## src/rtl/mic1_mem_pkg.sv

```systemverilog
// Shared types for the MIC-1 memory controller: FSM states, word-op
// encoding and byte-lane selectors.
package mic1_mem_pkg;

    typedef enum logic [1:0] {
        IDLE,
        WORD,
        FETCH
    } state_e;

    typedef enum logic [1:0] {
        NONE,
        READ,
        WRITE
    } word_op_e;

    localparam logic [1:0] LANE_0 = 2'd0;
    localparam logic [1:0] LANE_1 = 2'd1;
    localparam logic [1:0] LANE_2 = 2'd2;
    localparam logic [1:0] LANE_3 = 2'd3;

endpackage

```

## src/rtl/mic1_mem_if.sv

```systemverilog
// Handshaked backing-memory port; the controller is the master.
interface mic1_mem_if #(
    parameter int ADDR_W = 16
) ();

    logic              mem_req;
    logic              mem_we;
    logic [ADDR_W-1:0] mem_addr;
    logic [31:0]       mem_wdata;
    logic              mem_ack;
    logic [31:0]       mem_rdata;

    modport master (
        output mem_req, mem_we, mem_addr, mem_wdata,
        input  mem_ack, mem_rdata
    );

    modport slave (
        input  mem_req, mem_we, mem_addr, mem_wdata,
        output mem_ack, mem_rdata
    );

endinterface

```

## src/rtl/mic1_byte_lane.sv

```systemverilog
// Picks one little-endian byte out of a 32-bit word and zero-extends it.
module mic1_byte_lane
    import mic1_mem_pkg::*;
(
    input  logic [31:0] data_word,
    input  logic [1:0]  lane_sel,
    output logic [31:0] lane_data
);

    always_comb begin
        lane_data = '0;
        case (lane_sel)
            LANE_0:  lane_data[7:0] = data_word[7:0];
            LANE_1:  lane_data[7:0] = data_word[15:8];
            LANE_2:  lane_data[7:0] = data_word[23:16];
            LANE_3:  lane_data[7:0] = data_word[31:24];
            default: lane_data = '0;
        endcase
    end

endmodule

```

## src/rtl/mic1_mem_ctrl.sv

```systemverilog
// MIC-1 memory responder: serialises word read/write and byte fetch requests
// onto one backing port; the word access always goes before a paired fetch.
module mic1_mem_ctrl
    import mic1_mem_pkg::*;
#(
    parameter int ADDR_W = 16
) (
    input  logic        clock,
    input  logic        reset_n,
    input  logic        rd_req,
    input  logic        wr_req,
    input  logic        fetch_req,
    input  logic [31:0] MAR,
    input  logic [31:0] MDR,
    input  logic [31:0] PC,
    output logic [31:0] RAM_data,
    output logic [31:0] ROM_data,
    output logic        rd_valid,
    output logic        fetch_valid,
    output logic        busy,
    mic1_mem_if.master  mem
);

    state_e            state, state_n;
    word_op_e          word_op, word_op_n;
    logic              fetch_pend, fetch_pend_n;
    logic [ADDR_W-1:0] mar_q, mar_n;
    logic [31:0]       mdr_q, mdr_n;
    logic [ADDR_W+1:0] pc_q, pc_n;
    logic [31:0]       ram_n, rom_n;
    logic              rd_valid_n, fetch_valid_n;
    logic [31:0]       lane_data;

    logic unused_addr_bits;
    assign unused_addr_bits = ^{MAR[31:ADDR_W], PC[31:ADDR_W+2]};

    mic1_byte_lane u_byte_lane (
        .data_word (mem.mem_rdata),
        .lane_sel  (pc_q[1:0]),
        .lane_data (lane_data)
    );

    // busy comes straight from the state register, so requests never reach it combinationally
    assign busy = (state != IDLE);

    always_ff @(posedge clock or negedge reset_n) begin
        if (!reset_n) begin
            state       <= IDLE;
            word_op     <= NONE;
            fetch_pend  <= 1'b0;
            mar_q       <= '0;
            mdr_q       <= '0;
            pc_q        <= '0;
            RAM_data    <= '0;
            ROM_data    <= '0;
            rd_valid    <= 1'b0;
            fetch_valid <= 1'b0;
        end else begin
            state       <= state_n;
            word_op     <= word_op_n;
            fetch_pend  <= fetch_pend_n;
            mar_q       <= mar_n;
            mdr_q       <= mdr_n;
            pc_q        <= pc_n;
            RAM_data    <= ram_n;
            ROM_data    <= rom_n;
            rd_valid    <= rd_valid_n;
            fetch_valid <= fetch_valid_n;
        end
    end

    always_comb begin
        state_n       = state;
        word_op_n     = word_op;
        fetch_pend_n  = fetch_pend;
        mar_n         = mar_q;
        mdr_n         = mdr_q;
        pc_n          = pc_q;
        ram_n         = RAM_data;
        rom_n         = ROM_data;
        rd_valid_n    = 1'b0;
        fetch_valid_n = 1'b0;
        mem.mem_req   = 1'b0;
        mem.mem_we    = 1'b0;
        mem.mem_addr  = mar_q;
        mem.mem_wdata = mdr_q;

        case (state)
            IDLE: begin
                mar_n        = MAR[ADDR_W-1:0];
                mdr_n        = MDR;
                pc_n         = PC[ADDR_W+1:0];
                fetch_pend_n = fetch_req;
                // a simultaneous read and write collapses to the write
                if (wr_req) begin
                    word_op_n = WRITE;
                end else if (rd_req) begin
                    word_op_n = READ;
                end else begin
                    word_op_n = NONE;
                end
                if (wr_req || rd_req) begin
                    state_n = WORD;
                end else if (fetch_req) begin
                    state_n = FETCH;
                end
            end
            WORD: begin
                mem.mem_req = 1'b1;
                mem.mem_we  = (word_op == WRITE);
                if (mem.mem_ack) begin
                    if (word_op == READ) begin
                        ram_n      = mem.mem_rdata;
                        rd_valid_n = 1'b1;
                    end
                    word_op_n = NONE;
                    state_n   = fetch_pend ? FETCH : IDLE;
                end
            end
            FETCH: begin
                mem.mem_req  = 1'b1;
                mem.mem_addr = pc_q[ADDR_W+1:2];
                if (mem.mem_ack) begin
                    rom_n         = lane_data;
                    fetch_valid_n = 1'b1;
                    fetch_pend_n  = 1'b0;
                    state_n       = IDLE;
                end
            end
            default: state_n = IDLE;
        endcase
    end

endmodule

```

## src/flat_wrapper.sv

```systemverilog
// flat-port wrapper written by rule: the top's interface ports become plain ports
module mic1_mem_ctrl_flat import mic1_mem_pkg::*;
#(
    parameter int ADDR_W = 16
)
  (clock, reset_n, rd_req, wr_req, fetch_req, MAR, MDR, PC, RAM_data, ROM_data, rd_valid, fetch_valid, busy, mem_mem_req, mem_mem_we, mem_mem_addr, mem_mem_wdata, mem_mem_ack, mem_mem_rdata);
  mic1_mem_if #(.ADDR_W(ADDR_W)) mem_i ();
  input  logic clock;
  input  logic reset_n;
  input  logic rd_req;
  input  logic wr_req;
  input  logic fetch_req;
  input  logic [31:0] MAR;
  input  logic [31:0] MDR;
  input  logic [31:0] PC;
  output logic [31:0] RAM_data;
  output logic [31:0] ROM_data;
  output logic rd_valid;
  output logic fetch_valid;
  output logic busy;
  output wire logic [$bits(mem_i.mem_req)-1:0] mem_mem_req;
  output wire logic [$bits(mem_i.mem_we)-1:0] mem_mem_we;
  output wire logic [$bits(mem_i.mem_addr)-1:0] mem_mem_addr;
  output wire logic [$bits(mem_i.mem_wdata)-1:0] mem_mem_wdata;
  input wire logic [$bits(mem_i.mem_ack)-1:0] mem_mem_ack;
  input wire logic [$bits(mem_i.mem_rdata)-1:0] mem_mem_rdata;
  assign mem_mem_req = mem_i.mem_req;
  assign mem_mem_we = mem_i.mem_we;
  assign mem_mem_addr = mem_i.mem_addr;
  assign mem_mem_wdata = mem_i.mem_wdata;
  assign mem_i.mem_ack = mem_mem_ack;
  assign mem_i.mem_rdata = mem_mem_rdata;
  mic1_mem_ctrl #(.ADDR_W(ADDR_W)) u_core (.clock(clock), .reset_n(reset_n), .rd_req(rd_req), .wr_req(wr_req), .fetch_req(fetch_req), .MAR(MAR), .MDR(MDR), .PC(PC), .RAM_data(RAM_data), .ROM_data(ROM_data), .rd_valid(rd_valid), .fetch_valid(fetch_valid), .busy(busy), .mem(mem_i));
endmodule
```

## config.mk

```make
export PLATFORM = sky130hd
export DESIGN_NAME = mic1_mem_ctrl_flat
export DESIGN_NICKNAME = d
export VERILOG_FILES = /design/src/rtl/mic1_mem_pkg.sv /design/src/rtl/mic1_mem_if.sv /design/src/rtl/mic1_byte_lane.sv /design/src/rtl/mic1_mem_ctrl.sv /design/src/flat_wrapper.sv
export SDC_FILE = /design/constraint.sdc
export NUM_CORES = 1
export LEC_CHECK = 0
export ABC_AREA = 1
export BUFFER_PORTS_ARGS = -buffer_cell sky130_fd_sc_hd__buf_2
export CAP_MARGIN = 20
export CORE_ASPECT_RATIO = 2
export CORE_MARGIN = 2
export CORE_UTILIZATION = 52
export CTS_BUF_LIST = sky130_fd_sc_hd__clkbuf_8
export DETAILED_ROUTE_END_ITERATION = 8
export PLACE_DENSITY = 0.89
export SETUP_SLACK_MARGIN = 0.3
export SLEW_MARGIN = 20
export SYNTH_ARGS = -nofsm -noshare
export SYNTH_HDL_FRONTEND = slang
export SYNTH_SLANG_ARGS = --single-unit
```

## constraint.sdc

```tcl
create_clock -name clock -period 2.4 [get_ports clock]
set_clock_uncertainty 0.2 [all_clocks]
set_input_delay 0 -clock clock [delete_from_list [all_inputs] [get_ports clock]]
set_output_delay 0 -clock clock [all_outputs]
set_load 0.005 [all_outputs]
```

==> key figures, run 1 <==
Outcome
  – Status: finished with violations
  – Violated checks: negative hold slack

Route
  – Via count: 5,337
  – Average wire per standard cell: 16.3 µm
  – First DRT Iteration DRCs: 405
  – # DRC: 0
  – Number of routed nets with antenna violations: 0
  – Routed vias/inst: 5.07
  – WL final: 17,100 µm
  – DRT Pass-1 Iters: 5

Clock tree
  – Reg clk slew, reported paths: 70 ps
  – Root Buffer: clkbuf_8
  – Clock buffer depth: 2
  – Clk sinks: 113
  – Number of CTS-inserted buffers: 17
  – TritonCTS clock tree: done
  – H-tree depth: 4
  – Clk_lat worst skew: 430 ps

Pwr
  – VDD IR max: 0.000853 V
  – Net Sw Frac: 39.5%
  – Clock Power Share: 22.7%
  – Int Power: 5.37 mW
  – Sw power: 3.50 mW
  – Combinational share of power: 40.2%
  – PwrDens: 1150 mW/mm²
  – Flop pwr share: 37.1%
  – Leakage: 4.25 nW

Timing
  – Fin Hold WS: -29.4 ps
  – Worst Tran Pin Value: 626 ps
  – Slew headroom: 58.3%
  – RSZ-0062 raised after global routing: no
  – Setup TNS Final: 0 ps
  – Min Clock Period, post-route: 1980 ps
  – Final setup vio count: 0
  – Slew Limit Fails: 0
  – Crit share post-route: 82.5%
  – FMAX: 0.505 GHz
  – Endpoints failing hold: 8

GRT
  – Initial antenna violation count: 0
  – First-pass GRT wire length: 26,500 µm
  – GR Util All Layers: 32.3%
  – Vias in the first global route: 5,416
  – Largest net degree at the start of global routing: 114
  – Global route total overflow: 0

Synthesis
  – Post-synth top area cell: dfrtp_1
  – Top cell type's share of synthesized area: 54.5%
  – Seq/Total Area, Yosys: 54.5%
  – Cell area after synthesis: 0.00519 mm²
  – Yosys cell types: 22
  – Flops & latches, synth: 113
  – Syn_area_per_cell: 8.55 µm²
  – Synthesized instance count: 607
  – Synth Warn #: 0
  – Area contributors post-synth: dfrtp_1 54%, nand2_1 18%, o21ai_2 5.4%

Die
  – Core area: 0.00970 mm²
  – Initial Utilization: 53.5%
  – DIE AREA: 0.0108 mm²
  – Std-Cell Rows: 51
  – Die Y: 145 µm
  – Num ports: 251
  – DIE WIDTH: 74.7 µm

Setup path
  – CP Cell Sequence: inv_1, ha_1, buf_12, nand2_1, o21ai_1, buf_2
  – CP required: 2200 ps
  – Critical Path Sink Type: output port
  – Crit path DAT: 1780 ps
  – Crit-path slowest cell: dfrtp_1
  – WP buf/inv: 3
  – CP Max Fanout: 33
  – Largest delay share family, worst path: buffers and inverters
  – CP Launch Type: flip-flop
  – WS Path Type: reg -> out
  – Max incr delay on CP: 420 ps

Place
  – Port Buffers: 196
  – Post-DP Area: 0.00615 mm²
  – GPL Wtd Cong: 0.908
  – DP HPWL: 8690 µm

Final layout
  – Diode count: 0
  – Proportion of layout cells with a drive suffix above 1: 30.0%
  – Area delta synth->final: 47.9%
  – Fillers: 562
  – Nets: 1,045
  – Final Cell Area: 0.00768 mm²
  – Layout Utilization: 79.2%

Job
  – Max-Cap Viols: 0

Min path
  – Worst min path class: in -> async
[registers in the layout, indices dropped and copies added (netlist names)]
name and count:
u_core.rd_valid 1, u_core.fetch_valid 1, u_core.pc_q 18, u_core.word_op 2
u_core.RAM_data 32, u_core.state 2, u_core.mar_q 16, u_core.fetch_pend 1
u_core.mem.mem_wdata 32, u_core.ROM_data 8
[per-stage QoR]
stage	hold slack, ps	worst slack, ps	std cells	total power [mW]
2_1_floorplan	-496	878	630	5.15
3_5_place_dp	-70.9	486	912	6.46
5_1_grt	32.9	301	1052	9.47
3_3_place_gp	-72.6	538	912	6.32
6_report	-29.4	420	1052	8.87
4_1_cts	1.85	326	1047	8.62
[Yosys cell counts]
library cell	count
a21oi_1	8
clkbuf_1	5
inv_2	2
nand4_4	1
nor2_1	6
or2_0	1
nor3_1	1
o21ai_2	32
nand2_1	253
ha_1	4
o21ai_0	40
nand4_1	1
inv_1	61
dfrtp_1	113
nor4_1	1
buf_4	27
buf_6	7
conb_1	1
nand3_1	21
o21bai_1	8
nand2_2	1
buf_2	13
[layout make-up]
class	instances	area (µm²)	share of cell area, %
sequential	113	2830	36.8
timing repair buffer	310	2150	28.0
multi-input combinational	402	1850	24.1
clock buffer	19	262	3.41
inverter	63	236	3.08
clock inverter	13	185	2.41
tap	132	165	2.15
[cells by family after synthesis]
kind of cell	synth area share [%]
flip-flops	54.5
AO/OA/AOI/OAI	11.2
AND/OR/NAND/NOR	21.7
adder cells (fa/ha/maj)	0.964
buffers and inverters	11.6
other	0.0722
[cells in the final DEF, fill, tap and decap left out]
cell type	count
nand2_1	253
buf_2	195
dfrtp_1	113
dlygate4sd3_1	103
inv_1	61
o21ai_0	39
o21ai_2	32
conb_1	24
nand3_1	21
clkbuf_8	19
o21bai_1	8
a21oi_1	8
buf_4	7
nor2_1	6
clkinvlp_4	5
bufinv_16	4
buf_12	4
ha_1	3
inv_2	2
clkinv_2	2
clkinv_4	2
o21ai_1	1
nand2_2	1
nor4_1	1
nor3_1	1
nand4_1	1
nand4_4	1
or2_0	1
ha_2	1
buf_6	1
[final timing paths]
check / to / slack, ps / startpoint / cells after the start
setup / recovery: mem_mem_addr[7] / 420 / u_core.state[0] / 6
hold / removal: u_core.RAM_data[13] / -30 / reset_n / 3
setup reg to reg: u_core.word_op[1] / 490 / u_core.state[0] / 7
hold reg to reg: u_core.rd_valid / 240 / u_core.word_op[1] / 1
max in group asynchronous: u_core.mem.mem_wdata[1] / 1520 / reset_n / 3
min in group clock: u_core.pc_q[17] / 110 / PC[17] / 4
[repair_timing]
| item | in CTS | in global routing |
|---|---|---|
| resized for setup | 1 | 4 |
| endpoints found under the setup margin | 1 | 18 |
| hold buffers | 103 | 0 |
| setup buffers | 0 | 5 |
| pin swaps | 0 | 1 |
| hold endpoints to repair | 226 | 0 |
[power groups by stage]
stage	Clock, mW	Combinational [mW]	Sequential [mW]
2_1_floorplan	0	1.92	3.23
3_3_place_gp	0	3.12	3.20
3_5_place_dp	0	3.23	3.23
4_1_cts	2.02	3.38	3.22
5_1_grt	2.12	3.98	3.37
6_report	2.01	3.56	3.29
[metal layers]
metal	GRT usage, %	up-vias	share of wire (%)
met5	0	-	0
li1	-	2424	-
met1	33.5	2516	33
met4	19.6	0	5.4
met2	54.4	331	54
met3	10.2	66	7.6
[worst reg2reg max path: cells and delay by family (launching register included)]
| kind | cells | cell delay (ps) |
|---|---|---|
| buffers and inverters | 2 | 430 |
| AND/OR/NAND/NOR | 3 | 430 |
| AO/OA/AOI/OAI | 1 | 80 |
| flip-flops | 1 | 420 |
| adder cells (fa/ha/maj) | 1 | 280 |
Power figures use the tool's default switching activity.
==> inputs of run 2 (changes only) <==
- CORE_UTILIZATION: 52 -> 48
- PLACE_DENSITY: 0.89 -> 0.83
- clock period: 2.4 -> 1.95 ns (I/O delays scaled with it)
==> run 2 against run 1 <==
Effect of this change:
- register-to-register slack lost 200 ps
- the flow now finishes without violations
- clock power grew 8%
- wire length grew 5.5%
- largest cell class unchanged
- sequential power grew 22%
- critical endpoint is now mem_mem_addr[8]
- flip-flop and latch count is the same
- critical path depth is the same
==> key figures, run 2 (synthesis results as in run 1) <==
Timing
  – FMAX: 0.567 GHz
  – Worst Tran Pin Value: 1000 ps
  – Min Clock Period, post-route: 1760 ps
  – Final setup vio count: 0
  – Slew Limit Fails: 0
  – Slack of the critical path: 186 ps
  – Setup TNS Final: 0 ps
  – Crit share post-route: 90.4%
  – Slew headroom: 33.3%
  – RSZ-0062 raised after global routing: yes
  – Endpoints failing hold: 0
  – Fin Hold WS: 119 ps

GRT
  – GR Util All Layers: 29.2%
  – Vias in the first global route: 5,430
  – First-pass GRT wire length: 26,100 µm
  – Global route total overflow: 0
  – Initial antenna violation count: 0
  – Largest net degree at the start of global routing: 65

Route
  – Highest Signal Layer: met4
  – WL final: 18,100 µm
  – Via count: 5,288
  – Met2 Routed Length: 10,200 µm
  – Average wire per standard cell: 16.8 µm
  – # DRC: 0
  – First DRT Iteration DRCs: 289
  – Routed vias/inst: 4.92
  – DR WL met3: 1040 µm
  – Met1 WL: 6070 µm
  – DRT Pass-1 Iters: 5
  – Number of routed nets with antenna violations: 0

Place
  – Dpl cells: 919
  – DP HPWL: 9310 µm
  – GPL Wtd Cong: 0.884
  – Port Buffers: 196
  – Post-DP Area: 0.00621 mm²
  – Worst slack at placement: 268 ps

Clock tree
  – Clk sinks: 113
  – Number of CTS-inserted buffers: 17
  – Reg clk slew, reported paths: 70 ps
  – TritonCTS clock tree: done
  – Clock buffer depth: 2
  – Clk_lat worst skew: 420 ps
  – Root Buffer: clkbuf_8
  – H-tree depth: 4

Final layout
  – Most frequent cells in the layout: 250 x nand2_1, 195 x buf_2, 111 x dfrtp_1, 105 x dlygate4sd3_1, 62 x inv_1
  – Final Cell Area: 0.00806 mm²
  – Finished Layout Cells: 1,074
  – Proportion of layout cells with a drive suffix above 1: 32.4%
  – Diode count: 0
  – Nets: 1,062
  – Most common cell after layout, fill and taps aside: nand2_1
  – Multi-input logic area: 0.00194 mm²
  – Layout Utilization: 76.5%
  – Area delta synth->final: 55.3%
  – Fillers: 668
  – Register Area: 0.00283 mm²

Die
  – DIE AREA: 0.0117 mm²
  – Die Y: 151 µm
  – Initial Utilization: 49.2%
  – Core area: 0.0105 mm²
  – Num ports: 251
  – DIE WIDTH: 77.5 µm
  – Std-Cell Rows: 53

Pwr
  – PwrDens: 1440 mW/mm²
  – Leakage: 4.47 nW
  – Int Power: 7.10 mW
  – Sw power: 4.49 mW
  – Power, Total: 11.6 mW
  – Combinational share of power: 46.5%
  – VDD IR max: 0.000858 V
  – Net Sw Frac: 38.8%
  – Clock Power Share: 18.7%
  – Flop pwr share: 34.8%

Setup path
  – Critical Path Sink Type: output port
  – WS Path Type: reg -> out
  – CP Launch Type: flip-flop
  – CP Max Fanout: 8
  – CP required: 1750 ps
  – Crit path DAT: 1560 ps

Outcome
  – Status: completed

Job
  – Max-Cap Viols: 0

Min path
  – Worst min path class: in -> reg
==> run 2: critical path, stage by stage (launching register included) <==
cell and delay (ps):
dfrtp_1 400, inv_2 90, ha_4 210, clkbuf_16 180
nand2_1 60, o21ai_2 60, buf_2 130
==> run 2: power by group through the flow <==
stage	registers (mW)	logic, mW	clock network [mW]
floorplan	3.98	2.36	0
global placement	3.94	3.99	0
detailed placement	3.98	4.12	0
CTS	3.95	4.71	2.19
global route	4.13	5.90	2.32
finish	4.03	5.40	2.17
==> run 2: layout make-up <==
class | instances | area share [%]
clock buffers | 20 | 3.41
clock inverters | 12 | 1.46
inverters | 63 | 2.96
multi-input cells | 402 | 24.0
flip-flops and latches | 113 | 35.1
well taps | 137 | 2.13
repair buffers | 327 | 30.9
==> run 2: repair_timing <==
action / in CTS / in global routing
setup endpoints to repair: 27 / 112
gates resized for setup: 12 / 34
gates cloned: 3 / 5
hold buffers: 106 / 0
pin swaps: 1 / 4
endpoints found under the hold margin: 226 / 0
buffers inserted: 4 / 5
==> run 2: path summary, 6_finish.rpt <==
path / start / endpoint / slack (ps) / cells past startpoint
worst max-delay path: u_core.state[0] / mem_mem_addr[8] / 190 / 6
worst min-delay path: MDR[18] / u_core.mem.mem_wdata[18] / 120 / 4
worst max register to register: u_core.state[0] / u_core.state[1] / 290 / 9
worst min register to register: u_core.word_op[1] / u_core.rd_valid / 240 / 1
max in group asynchronous: reset_n / u_core.pc_q[1] / 590 / 4
min in group asynchronous: reset_n / u_core.RAM_data[11] / 280 / 3
==> run 2: per-layer routing <==
layer,vias up,track usage [%]
li1,2464,-
met1,2493,28.6
met2,278,55.4
met3,53,6.85
met4,0,16.0
met5,-,0
==> inputs of run 3 (changes only) <==
- CORE_UTILIZATION: 48 -> 50
- SYNTH_HIERARCHICAL: unset -> 1
==> run 3 against run 2 <==
Effect of this change:
- first-iteration DRC count is 110% higher
- total power grew 22%
- highest routed layer unchanged
- wire length grew 23%
- count of clock-buffer cells in the layout decreased by 2
- critical endpoint is now mem_mem_addr[7]
- via count rose by 21%
==> key figures, run 3 <==
Synthesis
  – Top cell type's share of synthesized area: 58.3%
  – Most used DFF post-synth: dfrtp_1
  – Seq/Total Area, Yosys: 58.3%
  – Synthesized instance count: 703
  – Cell area after synthesis: 0.00588 mm²
  – Synth Warn #: 6
  – EDFF count, synth: 0
  – Yosys cell types: 21
  – Area contributors post-synth: dfrtp_1 58%, nand2_1 25%, buf_4 3.2%
  – Post-synth top area cell: dfrtp_1
  – Syn_area_per_cell: 8.36 µm²
  – Count leader, synth: nand2_1
  – Synth cell count leaders: 395 x nand2_1, 137 x dfrtp_1, 34 x o21ai_0
  – Async SR Flop Fraction: 100%
  – Flops & latches, synth: 137

Setup path
  – Max incr delay on CP: 420 ps
  – Crit path launch: u_core/state[0]
  – Worst R2R Setup Slack: 150 ps
  – Reg2Reg Depth: 10
  – CP Cell Sequence: inv_2, ha_4, buf_16, nand2_2, o21ai_1, buf_2
  – CP required: 1750 ps
  – Largest delay share family, worst path: flip-flops
  – Reg2reg end: u_core/RAM_data[19]
  – FF-to-FF Start: u_core/state[1]
  – WP buf/inv: 3
  – WS Path Type: reg -> out
  – Critical Path Sink Type: output port
  – Crit-path slowest cell: dfrtp_1
  – Crit path DAT: 1670 ps
  – CP Launch Type: flip-flop
  – CP Max Fanout: 8

Timing
  – Slew Limit Fails: 0
  – Setup TNS Final: 0 ps
  – Final setup vio count: 0
  – Min Clock Period, post-route: 1870 ps
  – Endpoints failing hold: 0
  – Slack of the critical path: 78.8 ps
  – Fin Hold WS: 95.5 ps
  – RSZ-0062 raised after global routing: yes
  – FMAX: 0.534 GHz
  – Crit share post-route: 96.0%

GRT
  – Initial antenna violation count: 0
  – GR Util All Layers: 32.1%
  – Largest net degree at the start of global routing: 60
  – First-pass GRT wire length: 30,700 µm
  – Vias in the first global route: 6,344
  – Global route total overflow: 0

Die
  – Die Y: 157 µm
  – Num ports: 251
  – DIE AREA: 0.0127 mm²
  – DIE WIDTH: 80.7 µm
  – Std-Cell Rows: 56
  – Initial Utilization: 50.5%
  – Core area: 0.0116 mm²

Route
  – Average wire per standard cell: 18.4 µm
  – Routed vias/inst: 5.28
  – Number of routed nets with antenna violations: 0
  – First DRT Iteration DRCs: 607
  – WL final: 22,200 µm
  – Via count: 6,393
  – DRT Pass-1 Iters: 7
  – # DRC: 0

Final layout
  – Area delta synth->final: 59.6%
  – Most common cell after layout, fill and taps aside: nand2_1
  – Register Area: 0.00343 mm²
  – Fillers: 648
  – Nets: 1,189
  – Multi-input logic area: 0.00244 mm²
  – Proportion of layout cells with a drive suffix above 1: 35.5%
  – Most frequent cells in the layout: 340 x nand2_1, 217 x buf_2, 137 x dfrtp_1, 104 x dlygate4sd3_1, 33 x nand2_2

Clock tree
  – Reg clk slew, reported paths: 80 ps
  – Number of CTS-inserted buffers: 17
  – H-tree depth: 4
  – Clk_lat worst skew: 430 ps
  – Root Buffer: clkbuf_8
  – Clock buffer depth: 2
  – Clk sinks: 137
  – TritonCTS clock tree: done

Min path
  – Worst min path class: in -> reg
  – Hold path depth: 4
  – Worst min-delay path startpoint: MDR[20]
  – Hold endpoint: u_core/mem.mem_wdata[20]

Place
  – Port Buffers: 220
  – Worst slack at placement: 256 ps
  – GPL Wtd Cong: 0.845
  – DP HPWL: 10,600 µm

Job
  – Max-Cap Viols: 0

Pwr
  – Leakage: 5.23 nW
  – VDD IR max: 0.000978 V
  – PwrDens: 1500 mW/mm²

Outcome
  – Status: completed
## run 3: cell count changes after synthesis, moves of 6 or more
cell,change
nand2_1,+142
inv_1,-40
o21ai_2,-32
dfrtp_1,+24
a21oi_1,-7
clkbuf_1,+7
nand3_1,+7
nand4_1,+7
o21bai_1,-7
o21ai_0,-6
## run 3: worst max-delay path by stage
| stage | to | slack, ps | cells past startpoint |
|---|---|---|---|
| 3_3_place_gp | u_core/state[1] | 310 | 6 |
| 2_1_floorplan | u_core/fetch_pend | 440 | 7 |
| 3_5_place_dp | u_core/state[1] | 260 | 6 |
| 4_1_cts | mem_mem_addr[13] | 130 | 6 |
| 5_1_grt | mem_mem_addr[7] | 7 | 6 |
| 6_report | mem_mem_addr[7] | 80 | 6 |
## run 3: layout make-up
cell class	count	area share (%)
tap	145	1.93
clock buffer	18	2.64
timing repair buffer	365	30.1
sequential	137	36.5
inverter	26	1.25
multi-input combinational	504	26.0
antenna	1	0.0267
clock inverter	14	1.45
## run 3: metrics by stage
stage               utilization, %  instances  power (mW)  instance area (µm²)
finish                        80.7       1210        14.1                 9380
global route                  80.6       1209        14.9                 9380
CTS                           76.3       1199        12.9                 8870
detailed placement            60.3       1046        9.56                 7010
global placement              60.3       1046        9.38                 7010
floorplan                        -        726        7.53                 5960
## run 3: power breakdown
group / internal (mW) / switching (mW) / total [mW] / leakage, nW
logic: 3.03 / 3.80 / 6.83 / 3.34
registers: 4.18 / 0.818 / 5.00 / 1.70
clock network: 1.07 / 1.20 / 2.27 / 0.187
total: 8.28 / 5.82 / 14.1 / 5.23
## run 3: layer usage
metal	share of wire [%]	track usage, %	vias to the layer above
met5	0	0	-
met4	7.9	24.1	0
met3	8.1	6.59	142
met2	53	55.3	489
met1	31	33.3	2939
li1	-	-	2823
## run 3: logic make-up after synthesis
group / Yosys count / synth area share [%]
adders and majority gates: 4 / 0.851
and+or+nand+nor: 440 / 29.4
DFF: 137 / 58.3
AOI/OAI and AO/OA: 36 / 3.11
buffers and inverters: 85 / 8.24
other: 1 / 0.0638
## run 3: repair_timing
item                       in CTS  in global routing
hold endpoints to repair      274                  0
resized for setup              61                 97
setup endpoints to repair      55                134
buffers inserted               11                  4
hold buffers                  104                  0
gates cloned                    6                  6
pin swaps                      10                 26
## run 3: worst min-delay path, cell delays in order
cell and delay [ps]:
dlygate4sd3_1 520, buf_2 90, nand2_1 40, nand2_1 50
